## config.mk

```make
export PLATFORM = sky130hd
export DESIGN_NAME = l15_core_req_transducer
export DESIGN_NICKNAME = d
export VERILOG_FILES = /design/src/rtl/l15_core_req_transducer.sv
export SDC_FILE = /design/constraint.sdc
export NUM_CORES = 1
export LEC_CHECK = 0
export CAP_MARGIN = 0
export CORE_MARGIN = 2
export CORE_UTILIZATION = 25
export DETAILED_ROUTE_END_ITERATION = 10
export GPL_ROUTABILITY_DRIVEN = 1
export GPL_TIMING_DRIVEN = 0
export PLACE_DENSITY = 0.67
export SYNTH_ARGS = -nofsm -noshare
export SYNTH_HDL_FRONTEND = slang
export SYNTH_SLANG_ARGS = --single-unit
```

## constraint.sdc

```tcl
create_clock -name clk -period 3.15 [get_ports clk]
set_input_delay 0.315 -clock clk [delete_from_list [all_inputs] [get_ports clk]]
set_output_delay 0.315 -clock clk [all_outputs]
set_load 0.005 [all_outputs]
```

## src/rtl/l15_core_req_transducer.sv

```systemverilog
// Bridges a single-outstanding core memory port onto the L1.5 transducer interface.
// Unsolicited returns are acked and dropped; a watchdog turns a lost return into an error response.
module l15_core_req_transducer #(
  parameter int TIMEOUT_CYCLES = 4096,
  parameter int NC_ADDR_BIT    = 39
) (
  input  logic        clk,
  input  logic        rst_n,
  input  logic        core_req_val,
  output logic        core_req_rdy,
  input  logic        core_req_we,
  input  logic [39:0] core_req_addr,
  input  logic [2:0]  core_req_size,
  input  logic [63:0] core_req_wdata,
  output logic        core_rsp_val,
  input  logic        core_rsp_rdy,
  output logic [63:0] core_rsp_rdata,
  output logic        core_rsp_err,
  output logic        transducer_l15_val,
  output logic [4:0]  transducer_l15_rqtype,
  output logic        transducer_l15_nc,
  output logic [2:0]  transducer_l15_size,
  output logic [39:0] transducer_l15_address,
  output logic [63:0] transducer_l15_data,
  output logic        transducer_l15_threadid,
  input  logic        l15_transducer_ack,
  input  logic        l15_transducer_val,
  input  logic [3:0]  l15_transducer_returntype,
  input  logic [1:0]  l15_transducer_error,
  input  logic [63:0] l15_transducer_data_0,
  input  logic [63:0] l15_transducer_data_1,
  output logic        transducer_l15_req_ack,
  output logic        busy
);

  localparam int CNT_W     = (TIMEOUT_CYCLES < 2) ? 1 : $clog2(TIMEOUT_CYCLES + 1);
  localparam int TO_LAST_I = (TIMEOUT_CYCLES == 0) ? 0 : TIMEOUT_CYCLES - 1;
  localparam logic [CNT_W-1:0] TO_LAST = TO_LAST_I[CNT_W-1:0];
  localparam logic WD_EN = (TIMEOUT_CYCLES != 0);

  localparam logic [3:0] RT_LOAD_RET = 4'b0000;
  localparam logic [3:0] RT_ST_ACK   = 4'b0100;
  localparam logic [4:0] RQ_LOAD     = 5'b00000;
  localparam logic [4:0] RQ_STORE    = 5'b00001;

  typedef enum logic [1:0] {
    S_IDLE,
    S_REQ,
    S_WAIT_RET,
    S_RESP
  } state_t;

  state_t            r_state;
  state_t            w_state_next;
  logic              r_we;
  logic [39:0]       r_addr;
  logic [2:0]        r_size;
  logic [63:0]       r_wdata;
  logic [63:0]       r_rdata;
  logic              r_err;
  logic [CNT_W-1:0]  r_cnt;
  logic [CNT_W-1:0]  w_cnt_next;
  logic              w_latch;
  logic              w_rsp_load;
  logic [63:0]       w_rsp_rdata;
  logic              w_rsp_err;
  logic              w_match;
  logic [3:0]        w_expect_rt;

  assign w_expect_rt = r_we ? RT_ST_ACK : RT_LOAD_RET;
  assign w_match     = (r_state == S_WAIT_RET) && l15_transducer_val &&
                       (l15_transducer_returntype == w_expect_rt);

  always_ff @(posedge clk or negedge rst_n) begin
    if (!rst_n) begin
      r_state <= S_IDLE;
    end else begin
      r_state <= w_state_next;
    end
  end

  always_comb begin
    w_state_next = r_state;
    w_cnt_next   = r_cnt;
    w_latch      = 1'b0;
    w_rsp_load   = 1'b0;
    w_rsp_rdata  = '0;
    w_rsp_err    = 1'b0;
    case (r_state)
      S_IDLE: begin
        if (core_req_val) begin
          w_latch      = 1'b1;
          w_state_next = S_REQ;
        end
      end
      S_REQ: begin
        if (l15_transducer_ack) begin
          w_cnt_next   = '0;
          w_state_next = S_WAIT_RET;
        end
      end
      S_WAIT_RET: begin
        if (r_cnt != '1) begin
          w_cnt_next = r_cnt + CNT_W'(1);
        end
        // A matching return wins over a timeout landing in the same cycle.
        if (w_match) begin
          w_rsp_load   = 1'b1;
          w_rsp_rdata  = r_we ? 64'd0 :
                         (r_addr[3] ? l15_transducer_data_1 : l15_transducer_data_0);
          w_rsp_err    = |l15_transducer_error;
          w_state_next = S_RESP;
        end else if (WD_EN && (r_cnt == TO_LAST)) begin
          w_rsp_load   = 1'b1;
          w_rsp_rdata  = '0;
          w_rsp_err    = 1'b1;
          w_state_next = S_RESP;
        end
      end
      S_RESP: begin
        if (core_rsp_rdy) begin
          w_state_next = S_IDLE;
        end
      end
      default: w_state_next = S_IDLE;
    endcase
  end

  always_ff @(posedge clk or negedge rst_n) begin
    if (!rst_n) begin
      r_we    <= 1'b0;
      r_addr  <= '0;
      r_size  <= '0;
      r_wdata <= '0;
      r_rdata <= '0;
      r_err   <= 1'b0;
      r_cnt   <= '0;
    end else begin
      r_cnt <= w_cnt_next;
      if (w_latch) begin
        r_we    <= core_req_we;
        r_addr  <= core_req_addr;
        r_size  <= core_req_size;
        r_wdata <= core_req_wdata;
      end
      if (w_rsp_load) begin
        r_rdata <= w_rsp_rdata;
        r_err   <= w_rsp_err;
      end
    end
  end

  assign core_req_rdy            = (r_state == S_IDLE);
  assign busy                    = (r_state != S_IDLE);
  assign core_rsp_val            = (r_state == S_RESP);
  assign core_rsp_rdata          = r_rdata;
  assign core_rsp_err            = r_err;
  assign transducer_l15_val      = (r_state == S_REQ);
  assign transducer_l15_rqtype   = r_we ? RQ_STORE : RQ_LOAD;
  assign transducer_l15_nc       = r_addr[NC_ADDR_BIT];
  assign transducer_l15_size     = r_size;
  assign transducer_l15_address  = r_addr;
  assign transducer_l15_data     = r_wdata;
  assign transducer_l15_threadid = 1'b0;
  // Every return, matching or not, is consumed in the cycle it is presented.
  assign transducer_l15_req_ack  = l15_transducer_val;

endmodule

```

### Yosys cells after proc, flatten, opt, wreduce, memory -nomap -nowiden

Index checks and enable logic that the tools add are counted.

| cells by class | value |
|---|---|
| add/sub/neg operators | 1 |
| eq/ne operators | 11 |
| mux-type cells | 22 |
| reductions and logical operators | 8 |

Operators with widths:

| kind | count |
|---|---|
| $mux 64 | 4 |
| $mux 13 | 2 |
| $pmux 13 s2 | 1 |
| $add 13x1->13 const B | 1 |
| $eq 13x12->1 const B | 1 |
| $ne 13x13->1 const B | 1 |
| $mux 2 | 5 |
| $mux 1 | 8 |
| $pmux 2 s4 | 1 |
| $ne 2x1->1 const B | 3 |
| $eq 2x2->1 const B | 2 |
| $eq 4x3->1 | 1 |
| $reduce_and 4->1 | 1 |
| $reduce_bool 2->1 | 2 |
| $mux 3 | 1 |
| $ne 3x2->1 const B | 1 |
| $reduce_and 3->1 | 1 |
| $eq 2x1->1 const B | 1 |
| $logic_and 1x1->1 | 2 |
| $logic_not 2->1 | 1 |
| $ne 2x2->1 const B | 1 |
| $reduce_or 2->1 | 1 |

| word-level totals | value |
|---|---|
| flip-flop bits (word level) | 188 |
| bits of input ports | 248 |
| output and inout bits | 184 |
| word-level logic and storage cells | 50 |

### Logic depth before layout (Yosys ltp)

| logic depth | value |
|---|---|
| depth after elaboration | 5 |
| depth in mapped cells | 8 |
| mapped depth without buffers | 6 |

### Worst setup path after synthesis

Ideal clock, no wire load.

| timing path | value |
|---|---|
| kind | register to register |
| start | reg r_state[0] |
| end | reg r_wdata[45] (netlist: transducer_l15_data[45]) |
| data arrival time | 1.792 ns |
| slack | 1.233 ns |
| stages on the path, launching flop included | 7 |
| path buffers | 2 |
| clock period less this slack | 1.917 ns |
| cell sequence | dfrtp_1 -> inv_1 -> ha_1 -> nand2_1 -> clkbuf_1 -> buf_2 -> mux2_2 |

| on the way | value |
|---|---|
| word-level cells in the longest chain between the ends | 2 |

Ends and longest elaborated chain:

| element | RTL line | text |
|---|---|---|
| start, declared | 53 | `state_t r_state;` |
| start signal, assigned | 78 | `r_state <= w_state_next;` |
| $logic_not 2->1 | -- |  |
| via core_req_rdy | 10 | `output logic core_req_rdy,` |
| $mux 1 | 89 | `case (r_state)` |
| end signal, assigned | 144 | `r_wdata <= core_req_wdata;` |
| end, declared | 58 | `logic [63:0] r_wdata;` |

The timed path passes the listed nets, and every way through them passes these cells.
A chain may end at the register's enable or synchronous reset.

### Worst setup path after layout

| timing path | value |
|---|---|
| start | reg r_state[0] |
| end | reg r_wdata[45] (netlist: transducer_l15_data[45]) |

| on the way | value |
|---|---|
| word-level cells in the longest chain between the ends | 2 |

Ends and longest elaborated chain:

| element | RTL line |
|---|---|
| $logic_not 2->1 | 89 |
| $mux 1 | 89 |

Every way passes these cells.

==> impl_metrics.csv <==
group,metric,value,unit
outcome,status,"completed",
global_routing,grt_pass1_wl,40600,µm
logic_synthesis,yosysMostFrequentCell,"dfrtp_1",
drt,first_iter_violations,173,
placed_design,hpwl,20900,µm
logic_synthesis,netlist_instances,556,
power_and_ir_drop,powerDensity,857,nW/µm²
power_and_ir_drop,ir_worst_vdd,0.449,mV
worst_setup_path,cp-end-kind,"register",
logic_synthesis,syn_area_per_cell,14.4,µm²
timing,finClkSkew,0.0168,ns
logic_synthesis,ys_top_cells_by_count,"188 x dfrtp_1, 110 x mux2_2, 64 x mux2i_1, 64 x o2bb2ai_1",
global_routing,grt_pass1_vias,6981,
drt,first_pass_iters,4,
timing,slew_violations,0,
logic_synthesis,yosysUniqueCellTypes,45,
final_layout,fin_cells,1422,
logic_synthesis,yosysWarnings,0,
logic_synthesis,synthFlopType,"dfrtp_1",
clock_tree,cts.clk_slew.worst_paths,0.08,ns
worst_hold_path,hp-class,"input pin to async pin",
clock_tree,numCtsBuffers,17,
logic_synthesis,ys_ff_latch,188,
final_layout,syn2layout_area_growth,67.8,%
die,rows,65,
timing,whs,0.423,ns
logic_synthesis,synthArstFlopShare,100,%
drt,routed_wl,26900,µm
timing,tightest_slew,0.754,ns
timing,fmax,0.403,GHz
drt,postRouteAntennaNets,0,
final_layout,drive_gt1_share,17.4,%
die,io_pins,432,
logic_synthesis,yosys-top-cells-area,"dfrtp_1 59%, mux2_2 16%, mux2i_1 8.0%, o2bb2ai_1 7.0%, buf_2 0.94%",
drt,wire_per_inst,18.9,µm
die,dieArea,33400,µm²
timing,rsz0062_at_grt,"no",
global_routing,antenna_found_initial,0,
timing,final-setup-viol-count,0,
clock_tree,htreeDepth,4,
clock_tree,ctsResizeCount,0,
global_routing,grt_max_degree,105,
clock_tree,cts-root-buf,"clkbuf_16",
worst_setup_path,path_max_fanout,10,
clock_tree,clock_latency,0.44,ns
drt,avgViaCountPerCell,4.50,
logic_synthesis,synth_edf_count,0,
global_routing,gr-total-overflow,0,
worst_setup_path,crit_arrival,2.80,ns
timing,relSlewSlack,49.7,%
run,max_cap_violations,0,
logic_synthesis,seq_area_frac_synth,58.9,%
worst_setup_path,criticalPathCategory,"register to register",
clock_tree,cts_tree,"yes",
die,start_util,25.4,%
clock_tree,cts_sinks,188,
clock_tree,cts_buffer_depth,2,
drt,drc,0,
logic_synthesis,yosysTopAreaCellShare,58.9,%
final_layout,num-nets-final,1261,
placed_design,gp_congestion,0.776,
timing,hold_violations,0,
worst_setup_path,cp-start-kind,"register",
logic_synthesis,synth_top_cell_by_area,"dfrtp_1",
placed_design,port_buffers,426,
final_layout,regArea,4700,µm²
die,die_x,183,µm
power_and_ir_drop,p_leak,5.61,nW
worst_setup_path,required,3.47,ns
final_layout,multi_input_area,3040,µm²
placed_design,placedCellCount,1389,
final_layout,fillers,2965,
timing,final.min_clock_period,2.48,ns
global_routing,grt_usage,15.9,%
drt,num_vias,6396,
die,die_h,183,µm
final_layout,diodes,0,
timing,min_period_over_period,78.9,%
logic_synthesis,synth_area,7990,µm²
die,coreArea,31500,µm²
metrics by stage:
step	area, µm²	worst slack (ns)	utilization [%]	TNS (ns)	total power [mW]
2_1_floorplan	8000	1.23	-	0	6.18
3_3_place_gp	12800	-6.42	40.6	-1204.31	9.26
3_5_place_dp	12800	0.536	40.7	0	9.35
4_1_cts	13400	0.568	42.6	0	11.6
5_1_grt	13400	0.466	42.6	0	12.2
6_report	13400	0.666	42.6	0	11.5
logic make-up (layout without fill, tap and decap cells):
kind of cell / Yosys count / after routing / synth area share [%]
AOI/OAI and AO/OA: 89 / 89 / 9.65
xor gates and xnor gates: 1 / 1 / 0.110
adders and majority gates: 6 / 6 / 0.940
buffers and inverters: 50 / 510 / 3.15
DFF: 188 / 188 / 58.9
muxes: 174 / 174 / 23.5
other: 1 / 5 / 0.0470
and+or+nand+nor: 47 / 47 / 3.65
cell usage in the layout, fill, tap and decap left out, drive strengths merged, types with 2 or more instances in the layout:
| cell type | n |
|---|---|
| nor3 | 3 |
| nand2 | 12 |
| a221o | 3 |
| nor2 | 5 |
| and3 | 3 |
| nor3b | 2 |
| nand3 | 4 |
| clkinvlp | 2 |
| inv | 15 |
| a211o | 2 |
| mux2 | 110 |
| o21ai | 5 |
| mux2i | 64 |
| a2bb2oi | 2 |
| conb | 5 |
| dfrtp | 188 |
| nand4 | 3 |
| o2bb2ai | 64 |
| nor4 | 9 |
| clkdlybuf4s50 | 425 |
| clkinv | 4 |
| ha | 6 |
| clkbuf | 33 |
| o22a | 5 |
| buf | 29 |
cell type report:
type,instances,area share (%)
clock buffers,18,3.28
well taps,402,3.75
plain buffers,42,1.65
multi-input cells,322,22.7
clock inverters,14,1.14
flip-flops and latches,188,35.1
inverters,8,0.224
repair buffers,428,32.1
final timing paths:
path | from | endpoint | slack, ns | cells past startpoint
setup reg to reg | r_state[0] | transducer_l15_data[45] | 0.67 | 6
max in group asynchronous | rst_n | core_rsp_rdata[14] | 1.73 | 3
hold / removal | rst_n | transducer_l15_data[33] | 0.42 | 2
setup / recovery | r_state[0] | transducer_l15_data[45] | 0.67 | 6
hold reg to reg | core_rsp_rdata[23] | core_rsp_rdata[23] | 0.49 | 1
min in group clk | core_req_addr[14] | transducer_l15_address[14] | 0.48 | 2
power by group:
group	switching, mW	internal [mW]
logic	1.77	3.37
clock network	1.07	1.15
registers	0.635	3.49
metal layers:
metal	up-vias	global-route usage, %	share of wire (%)
met2	292	27.3	49
li1	2961	-	-
met3	13	6.23	9.4
met4	0	3.77	0.91
met5	-	0	0
met1	3130	18.7	41
state kept, by name (all words and copies together) (netlist names):
signal and flops:
core_rsp_rdata 64, r_cnt 13, transducer_l15_data 64, r_we 1, core_rsp_err 1, transducer_l15_address 40
transducer_l15_size 3, r_state 2
critical path, cell delays in order, from the launching register on:
cell and delay (ns):
dfrtp_1 0.39, inv_1 0.10, ha_1 0.23, nand2_1 0.41
clkbuf_1 0.51, buf_2 0.36, mux2_2 0.37
timing repair:
action | CTS | global route
hold buffers | 1 | 0
buffers inserted | 0 | 0
hold endpoints to repair | 84 | 0
Power figures use the tool's default switching activity.
